<file path="src/rtl/lynx_pkt_pkg.sv">
// Lynx trace packet layout helpers and generator state encoding.
package lynx_pkt_pkg;

   localparam int unsigned MAX_WIDTH = 64;

   typedef enum logic [1:0] {
      GAP_WAIT = 2'd0,
      SEND     = 2'd1,
      FINISHED = 2'd2
   } tpg_state_t;

   // Width of the running data counter field.
   function automatic int unsigned data_width(input int unsigned width, input int unsigned a);
      return width - 2 * a - 8;
   endfunction

   // MSB position of the 8-bit generator ID field.
   function automatic int unsigned id_pos(input int unsigned width, input int unsigned a);
      return data_width(width, a) + 7;
   endfunction

   // MSB position of the destination field.
   function automatic int unsigned dst_pos(input int unsigned width, input int unsigned a);
      return width - 1 - a;
   endfunction

   // MSB position of the source field.
   function automatic int unsigned src_pos(input int unsigned width, input int unsigned a);
      return dst_pos(width, a) + a;
   endfunction

   // Assemble {src, dst, id, data} right-aligned in a MAX_WIDTH word.
   function automatic logic [MAX_WIDTH-1:0] pack_pkt(
      input int unsigned          width,
      input int unsigned          a,
      input logic [MAX_WIDTH-1:0] src,
      input logic [MAX_WIDTH-1:0] dst,
      input logic [7:0]           id,
      input logic [MAX_WIDTH-1:0] data
   );
      logic [MAX_WIDTH-1:0] amask;
      logic [MAX_WIDTH-1:0] dmask;
      int unsigned          dw;
      dw    = data_width(width, a);
      amask = (MAX_WIDTH'(1) << a) - MAX_WIDTH'(1);
      dmask = (MAX_WIDTH'(1) << dw) - MAX_WIDTH'(1);
      return ((src & amask) << (src_pos(width, a) + 1 - a))
           | ((dst & amask) << (dst_pos(width, a) + 1 - a))
           | (MAX_WIDTH'(id) << (id_pos(width, a) - 7))
           | (data & dmask);
   endfunction

endpackage

</file>
<file path="src/rtl/tpg_dest_sel.sv">
// Round-robin destination pointer over 0..N-1 that never selects its own node.
module tpg_dest_sel #(
   parameter int unsigned N    = 16,
   parameter int unsigned A    = 4,
   parameter int unsigned NODE = 0
) (
   input  logic         clk,
   input  logic         rst,
   input  logic         adv,
   output logic [A-1:0] ptr,
   output logic [A-1:0] ptr_next_c
);

   localparam logic [A-1:0] LAST  = A'(N - 1);
   localparam logic [A-1:0] SELF  = A'(NODE);
   localparam logic [A-1:0] FIRST = (NODE == 0) ? A'(1) : A'(0);

   logic [A-1:0] step_c;

   // Next node with wrap, stepping once more if that lands on our own node.
   always_comb begin
      step_c     = (ptr == LAST) ? '0 : ptr + A'(1);
      ptr_next_c = step_c;
      if (step_c == SELF) begin
         ptr_next_c = (step_c == LAST) ? '0 : step_c + A'(1);
      end
   end

   // Pointer register, advanced once per accepted packet.
   always_ff @(posedge clk or negedge rst) begin
      if (!rst) begin
         ptr <= FIRST;
      end else if (adv) begin
         ptr <= ptr_next_c;
      end
   end

endmodule

</file>
<file path="src/rtl/tpg.sv">
// Traffic pattern generator: streams Lynx trace packets over valid/ready.
module tpg
   import lynx_pkt_pkg::*;
#(
   parameter int unsigned WIDTH        = 32,
   parameter int unsigned N            = 16,
   parameter int unsigned N_ADDR_WIDTH = $clog2(N),
   parameter logic [7:0]  ID           = 8'd0,
   parameter int unsigned NODE         = 0,
   parameter int unsigned DEST         = 15,
   parameter int unsigned DEST_MODE    = 0,
   parameter int unsigned NUM_PACKETS  = 1002,
   parameter int unsigned GAP          = 0
) (
   input  logic             clk,
   input  logic             rst,
   output logic             done,
   output logic [WIDTH-1:0] data_out,
   output logic             valid_out,
   input  logic             ready_in
);

   localparam int unsigned A    = N_ADDR_WIDTH;
   localparam int          DW_S = int'(WIDTH) - 2 * int'(A) - 8;
   localparam int unsigned DW   = (DW_S < 1) ? 1 : DW_S;
   localparam int unsigned SW_R = $clog2(NUM_PACKETS + 1);
   localparam int unsigned SW   = (SW_R < 1) ? 1 : SW_R;
   localparam int unsigned GW_R = $clog2(GAP + 1);
   localparam int unsigned GW   = (GW_R < 1) ? 1 : GW_R;

   // Parameter sanity checks at elaboration.
   if (DW_S < 1) begin : g_bad_dw
      $error("tpg: WIDTH too small for src/dst/id fields");
   end
   if (WIDTH > MAX_WIDTH) begin : g_bad_width
      $error("tpg: WIDTH exceeds packing helper width");
   end
   if (DW < 64 && 64'(NUM_PACKETS) > (64'd1 << DW)) begin : g_bad_num
      $error("tpg: NUM_PACKETS exceeds data counter range");
   end
   if (DEST >= N) begin : g_bad_dest
      $error("tpg: DEST out of range");
   end
   if (DEST_MODE != 0 && N < 2) begin : g_bad_rr
      $error("tpg: round-robin needs at least two nodes");
   end

   tpg_state_t state, state_nxt;

   logic [DW-1:0]    cnt, cnt_d;
   logic [GW-1:0]    gap_cnt, gap_d;
   logic [SW-1:0]    sent, sent_d;
   logic [WIDTH-1:0] data_d;
   logic             valid_d;
   logic             done_d;

   logic             hs_c;
   logic             sent_done_c;
   logic             last_c;
   logic [A-1:0]     ptr;
   logic [A-1:0]     ptr_next_c;
   logic [A-1:0]     cur_dst_c;
   logic [A-1:0]     nxt_dst_c;
   logic [DW-1:0]    cnt_inc_c;

   // Build one packet from this node to dst carrying the given counter.
   function automatic logic [WIDTH-1:0] pkt(input logic [A-1:0] dst, input logic [DW-1:0] data);
      return WIDTH'(pack_pkt(WIDTH, A, MAX_WIDTH'(NODE), MAX_WIDTH'(dst), ID, MAX_WIDTH'(data)));
   endfunction

   assign hs_c        = valid_out & ready_in;
   assign sent_done_c = (32'(sent) >= NUM_PACKETS);
   assign last_c      = (32'(sent) + 32'd1 == NUM_PACKETS);
   assign cnt_inc_c   = cnt + DW'(1);
   assign cur_dst_c   = (DEST_MODE != 0) ? ptr        : A'(DEST);
   assign nxt_dst_c   = (DEST_MODE != 0) ? ptr_next_c : A'(DEST);

   tpg_dest_sel #(
      .N    (N),
      .A    (A),
      .NODE (NODE)
   ) u_dest_sel (
      .clk        (clk),
      .rst        (rst),
      .adv        (hs_c),
      .ptr        (ptr),
      .ptr_next_c (ptr_next_c)
   );

   // State register.
   always_ff @(posedge clk or negedge rst) begin
      if (!rst) begin
         state <= GAP_WAIT;
      end else begin
         state <= state_nxt;
      end
   end

   // Next-state logic.
   always_comb begin
      state_nxt = state;
      unique case (state)
         GAP_WAIT: begin
            if (gap_cnt == '0) begin
               state_nxt = sent_done_c ? FINISHED : SEND;
            end
         end
         SEND: begin
            if (hs_c) begin
               if (last_c) begin
                  state_nxt = FINISHED;
               end else if (GAP != 0) begin
                  state_nxt = GAP_WAIT;
               end
            end
         end
         FINISHED: state_nxt = FINISHED;
         default:  state_nxt = GAP_WAIT;
      endcase
   end

   // Next values of the registered outputs and counters.
   always_comb begin
      valid_d = valid_out;
      data_d  = data_out;
      done_d  = done;
      cnt_d   = cnt;
      gap_d   = gap_cnt;
      sent_d  = sent;
      unique case (state)
         GAP_WAIT: begin
            valid_d = 1'b0;
            if (gap_cnt != '0) begin
               gap_d = gap_cnt - GW'(1);
            end else if (sent_done_c) begin
               done_d = 1'b1;
            end else begin
               valid_d = 1'b1;
               data_d  = pkt(cur_dst_c, cnt);
            end
         end
         SEND: begin
            if (hs_c) begin
               cnt_d  = cnt_inc_c;
               sent_d = sent + SW'(1);
               if (last_c) begin
                  valid_d = 1'b0;
                  done_d  = 1'b1;
               end else if (GAP == 0) begin
                  data_d = pkt(nxt_dst_c, cnt_inc_c);
               end else begin
                  valid_d = 1'b0;
                  gap_d   = GW'(GAP - 1);
               end
            end
         end
         FINISHED: begin
            valid_d = 1'b0;
            done_d  = 1'b1;
         end
         default: begin
            valid_d = 1'b0;
         end
      endcase
   end

   // Output and counter registers.
   always_ff @(posedge clk or negedge rst) begin
      if (!rst) begin
         valid_out <= 1'b0;
         data_out  <= '0;
         done      <= 1'b0;
         cnt       <= '0;
         gap_cnt   <= '0;
         sent      <= '0;
      end else begin
         valid_out <= valid_d;
         data_out  <= data_d;
         done      <= done_d;
         cnt       <= cnt_d;
         gap_cnt   <= gap_d;
         sent      <= sent_d;
      end
   end

endmodule
</file>
<file path="config.mk">
export PLATFORM = sky130hd
export DESIGN_NAME = tpg
export DESIGN_NICKNAME = d
export VERILOG_FILES = /design/src/rtl/lynx_pkt_pkg.sv /design/src/rtl/tpg_dest_sel.sv /design/src/rtl/tpg.sv
export SDC_FILE = /design/constraint.sdc
export NUM_CORES = 1
export LEC_CHECK = 0
export ABC_AREA = 1
export ABC_CLOCK_PERIOD_IN_PS = 3800
export CORE_ASPECT_RATIO = 0.8
export CORE_MARGIN = 2
export CORE_UTILIZATION = 59
export CTS_CLUSTER_SIZE = 14
export DETAILED_ROUTE_END_ITERATION = 8
export GPL_ROUTABILITY_DRIVEN = 0
export PLACE_DENSITY = 0.85
export SYNTH_ARGS = -nofsm -noshare
export SYNTH_HDL_FRONTEND = slang
export SYNTH_SLANG_ARGS = --single-unit
</file>
<file path="constraint.sdc">
create_clock -name clk -period 3.8 [get_ports clk]
set_input_delay 0.76 -clock clk [delete_from_list [all_inputs] [get_ports clk]]
set_output_delay 0.76 -clock clk [all_outputs]
set_load 0.005 [all_outputs]
</file>
==> results.ini, run 1 <==
[setup_path]
critical_path_class=flip-flop to flip-flop
cp.required_ns=3.97
critPathMaxFanout=17
worst_setup_path_start_kind=flip-flop
r2r_cells=8
critPathCaptureType=flip-flop
cp.arrival_ns=2.69

[die]
die_x_um=80.3
core_um2=4540
num_rows=22
die_y_um=65.0
initial_core_util_pct=60.5
die_area_um2=5220
ioPinCount=37

[synth]
async_flop_share_pct=100
ys_seq_area_share_pct=41.9
ys_seq_elements=46
synth_cells=372
avgSynthCellArea_um2=7.38
synth_warnings=0
synth_cell_types=28
synth-edff-count=0
synth_top_flop_cell=dfrtp_1
netlist_area_um2=2750

[final_layout]
nets=399
final_cell_mix=nand2_1, dfrtp_1, nand3_1
final_core_util_pct=66.9
area_growth_pct=10.7
diodes=0
drive_gt1_share_pct=5.13
mostFrequentLayoutCell=nand2_1
fillers=385

[timing]
setup_tns_ns=0
relSlewSlack_pct=32.5
hold_violations=0
worst_slew_pin_slew_ns=1.01
rsz0062_at_grt=no
period_minus_slack_ns=2.51
period_share_pct=66.1
skew_ns=0.00463
max_freq_mhz=398
finalSetupViolations=0
drv_slew=0

[run]
cap_violations=0

[power]
p_leak_nw=1.50
power_density_nw_per_um2=523
power_w=0.00159
ir_worst_vdd_uv=302

[place]
io_buffers=24
hpwl_um=4120

[cts]
cts_tree=done
clkSinkCount=46
cts_root_buf=clkbuf_8
clk_transition_reported_paths_ns=0.09
htreeDepth=2
cts_made_buffers=5
clock_latency_ns=0.30
cts_hold_buf=0
ctsResizeCount=0
clock_path_buffers=2
cts_setup_buffers=0

[min_path]
whs_path_depth=2
worst_hold_path_type=flip-flop to flip-flop

[drt]
drt_wl_total_um=5710
met2_wirelength_um=2530
drc=0
vias_per_cell=5.23
dr_wl_met3_um=356
wl_per_cell_um=12.7
drt_iter0_markers=227
vias=2352
wl_met1_um=2770
first_pass_iters=5
highest_layer=met4
ant_nets=0

[global_routing]
grt_use_total_pct=24.7
grt_pass1_wl_um=9960
grt_max_degree=47
gr-total-overflow=0
grt_pass1_vias=2201
antenna_found_initial=0

[outcome]
status=finished, final reports clean

## metrics by stage
step | instance area, um^2 | cells | setup WS, ns | hold slack (ns)
after floorplan | 2790 | 383 | 2.07 | 0.464
after global placement | 2930 | 442 | 1.28 | 0.458
after detailed placement | 2930 | 442 | 1.24 | 0.458
after CTS | 3040 | 450 | 1.32 | 0.481
after global routing | 3040 | 450 | 1.08 | 0.494
final | 3040 | 450 | 1.29 | 0.478
## sequential cells by signal, summed over array words and instances, names as in the netlist
name / count
cnt: 16
data_out: 17
done: 1
sent: 10
state: 1
valid_out: 1
## cells by family (layout without fill, tap and decap cells)
family | Yosys count | count (layout) | share of synthesized area, %
AND/OR/NAND/NOR | 194 | 194 | 30.4
buffers and inverters | 69 | 76 | 12.7
AO/OA/AOI/OAI | 47 | 47 | 9.16
flip-flops | 46 | 46 | 41.9
XOR/XNOR | 8 | 8 | 2.55
adder cells (fa/ha/maj) | 7 | 7 | 3.19
other | 1 | 12 | 0.137
## worst max-delay path, stage by stage, from the launching register on
cell and delay (ns):
dfrtp_1 0.46, ha_1 0.45, buf_4 0.28, clkinv_1 0.27, nor2_1 0.23, buf_4 0.26
inv_1 0.24, nand2_1 0.11, o21ai_0 0.08
## layout make-up
cell class | count | area [um^2] | share of cell area (%)
multi-input cells | 268 | 1290 | 42.4
flip-flops and latches | 46 | 1150 | 37.9
repair buffers | 27 | 258 | 8.48
inverters | 41 | 154 | 5.06
well taps | 60 | 75.1 | 2.47
clock buffers | 5 | 68.8 | 2.26
clock inverters | 3 | 45.0 | 1.48
## final timing paths
path | startpoint | endpoint | slack (ns)
worst max register to register | valid_out$_DFFE_PN0P_ | sent[9]$_DFFE_PN0P_ | 1.29
worst min register to register | data_out[0]$_DFFE_PN0P_ | data_out[0]$_DFFE_PN0P_ | 0.48
min in group asynchronous | rst | cnt[15]$_DFFE_PN0P_ | 0.62
worst max-delay path | valid_out$_DFFE_PN0P_ | sent[9]$_DFFE_PN0P_ | 1.29
max in group asynchronous | rst | sent[3]$_DFFE_PN0P_ | 2.55
worst min-delay path | data_out[0]$_DFFE_PN0P_ | data_out[0]$_DFFE_PN0P_ | 0.48
## Yosys cell counts (3+ instances only)
cell,n,area (um^2)
nand2_1,121,454
nand4_1,6,37.5
a21oi_1,3,15.0
buf_4,19,143
inv_1,38,143
o22ai_1,7,43.8
dfrtp_1,46,1150
nor3_1,5,25.0
nand3_1,39,195
buf_2,5,25.0
ha_1,7,87.6
xor2_1,7,61.3
nor2_1,15,56.3
o21ai_0,34,170
## power breakdown
group | switching, W | internal (W) | leakage (nW)
Combinational | 0.000257 | 0.000215 | 0.860
Clock | 0.000174 | 0.000196 | 0.0504
Sequential | 0.000136 | 0.000611 | 0.589
Total | 0.000567 | 0.00102 | 1.50
## metal layers
metal,GRT usage [%],vias to the layer above
met5,0,-
met4,6.78,0
met3,4.46,5
met2,39.1,64
met1,35.1,1081
li1,-,1202
Power figures use the tool's default switching activity.
==> run 2, diff against run 1 <==
ABC_CLOCK_PERIOD_IN_PS = 2300   (was 3800)
CORE_UTILIZATION = 50   (was 59)
PLACE_DENSITY = 0.77   (was 0.85)
clock period = 2.3 ns   (was 3.8 ns; I/O delays follow)
==> run 2 against run 1 <==
Hold slack worse by 0.47 ns; via count rose by 1.1%; clock power grew 97%; register-to-register slack lost 0.97 ns.
==> results.ini, run 2 (synthesized netlist as in run 1, its figures left out) <==
[global_routing]
grt_use_total_pct=21.1  ; -3.6 points
grt_pass1_vias=2212  ; +0.50%
grt_max_degree=24  ; -49%
grt_pass1_wl_um=10200  ; +2.0%
gr-total-overflow=0  ; unchanged
antenna_found_initial=0  ; unchanged

[outcome]
status=finished, final reports clean

[drt]
drt_wl_total_um=5880  ; +3.0%
drt_iter0_markers=204  ; -10%
ant_nets=0  ; unchanged
first_pass_iters=4  ; -1
wl_per_cell_um=12.8  ; +0.81%
drc=0  ; unchanged
vias=2379  ; +1.1%
vias_per_cell=5.17  ; -1.1%

[final_layout]
nets=404  ; +1.3%
drive_gt1_share_pct=6.58  ; +1.5 points
area_growth_pct=13.2
fillers=496  ; +29%
final_cell_mix=nand2_1, dfrtp_1, nand3_1
top_regs=data_out (17), cnt (16), sent (10)
diodes=0  ; unchanged
design_area_um2=3110  ; +2.3%
top_register=data_out
mostFrequentLayoutCell=nand2_1
largest_reg_flops=17  ; unchanged

[power]
ir_worst_vdd_uv=467  ; +54%
power_density_nw_per_um2=888  ; +70%
power_w=0.00276  ; +74%
p_leak_nw=1.54  ; +2.7%

[setup_path]
crit_start=cnt[0]$_DFFE_PN0P_
worstReg2RegStart=cnt[0]$_DFFE_PN0P_
critPathMaxFanout=5  ; -12
r2r_setup_slack_ns=0.32  ; -0.97 ns
critical_path_class=flip-flop to flip-flop
reg2reg_to=data_out[10]$_DFFE_PN0P_
critPathCaptureType=flip-flop
cp.required_ns=2.55  ; -1.42 ns
r2r_cells=10  ; +2
worst_setup_path_start_kind=flip-flop
cp.arrival_ns=2.23  ; -0.46 ns

[timing]
period_minus_slack_ns=1.98  ; -0.534 ns
hold_violations=0  ; unchanged
period_share_pct=86.0  ; +20 points
setup_ws_ns=0.322  ; -0.966 ns
max_freq_mhz=505  ; +27%
skew_ns=0.00704  ; +0.00241 ns
drv_slew=0  ; unchanged
whs_ns=0.00521  ; -0.473 ns
setup_tns_ns=0  ; unchanged
finalSetupViolations=0  ; unchanged
rsz0062_at_grt=no

[die]
die_y_um=70.3  ; +8.1%
die_area_um2=6110  ; +17%
die_x_um=86.9  ; +8.2%
num_rows=24  ; +9.1%
initial_core_util_pct=51.1  ; -9.4 points
ioPinCount=37  ; unchanged
core_um2=5380  ; +18%

[place]
placement.cell_area_um2=2970  ; +1.5%
io_buffers=24  ; unchanged
pre_cts_ws_ns=0.254  ; -0.982 ns
hpwl_um=4290  ; +4.0%

[cts]
clock_latency_ns=0.31  ; about the same
cts_hold_buf=0  ; unchanged
cts_root_buf=clkbuf_8
clkSinkCount=46  ; unchanged
cts_tree=done
clock_path_buffers=2  ; unchanged
htreeDepth=2  ; unchanged
clk_transition_reported_paths_ns=0.09  ; about the same
cts_setup_buffers=0  ; unchanged
cts_made_buffers=5  ; unchanged

[run]
cap_violations=0  ; unchanged

[min_path]
worst_hold_path_type=primary input to asynchronous set/reset pin

run 2: timing repair:
action / 4_1_cts / 5_1_grt
gates resized for setup: 0 / 1
endpoints found under the hold margin: 0 / 0
setup endpoints to repair: 0 / 15
run 2: worst max path at each step:
| stage | to | slack [ns] | depth (start not counted) |
|---|---|---|---|
| finish | data_out[10]$_DFFE_PN0P_ | 0.32 | 10 |
| global route | data_out[3]$_DFFE_PN0P_ | 0.05 | 13 |
| CTS | data_out[7]$_DFFE_PN0P_ | 0.23 | 14 |
| detailed placement | data_out[13]$_DFFE_PN0P_ | 0.25 | 14 |
| global placement | data_out[13]$_DFFE_PN0P_ | 0.33 | 14 |
| floorplan | data_out[14]$_DFFE_PN0P_ | 0.57 | 15 |
run 2: worst max-delay path, stage by stage (launching register included):
cell and delay [ns]:
dfrtp_1 0.45, ha_1 0.21, nand2_1 0.08, nor2_1 0.15
nand3_1 0.19, nor2_2 0.25, xor2_1 0.18, nand2_1 0.08
o21ai_0 0.13, nand3_1 0.12, nand2_1 0.08
run 2: report_power, final:
group | switching [W] | internal, W
Sequential | 0.000229 | 0.00101
Clock | 0.000295 | 0.000435
Combinational | 0.000430 | 0.000362
Total | 0.000954 | 0.00181
run 2: metal layers:
metal	global-route usage, %	share of wire (%)
met5	0	0
met4	6.08	1.3
met3	3.31	4.5
met2	31.0	42
met1	32.0	52
run 2: layout make-up:
class                      instances  area (um^2)  area share (%)
clock buffer                       5         68.8            2.21
clock inverter                     3         68.8            2.21
multi-input combinational        268         1290            41.4
timing repair buffer              32          295            9.50
tap                               65         81.3            2.62
sequential                        46         1150            37.1
inverter                          41          154            4.95
run 2: stage by stage:
stage | instances | util [%]
final | 460 | 57.8
after floorplan | 383 | -
after global routing | 460 | 57.8
after global placement | 452 | 55.3
after detailed placement | 452 | 55.3
after CTS | 460 | 57.8
==> run 3, diff against run 2 <==
--- a/config.mk
+++ b/config.mk
@@ -14,3 +14,2 @@
 export DETAILED_ROUTE_END_ITERATION = 8
-export GPL_ROUTABILITY_DRIVEN = 0
 export PLACE_DENSITY = 0.77
--- a/constraint.sdc
+++ b/constraint.sdc
@@ -3,2 +3,2 @@
 set_output_delay 0.46 -clock clk [all_outputs]
-set_load 0.005 [all_outputs]
+set_load 0.01 [all_outputs]
==> results of run 3 <==
The final DEF is identical to that of run 2. Status: finished, final reports clean.
Main changes from that run: total power 0.00276 W -> 0.00280 W
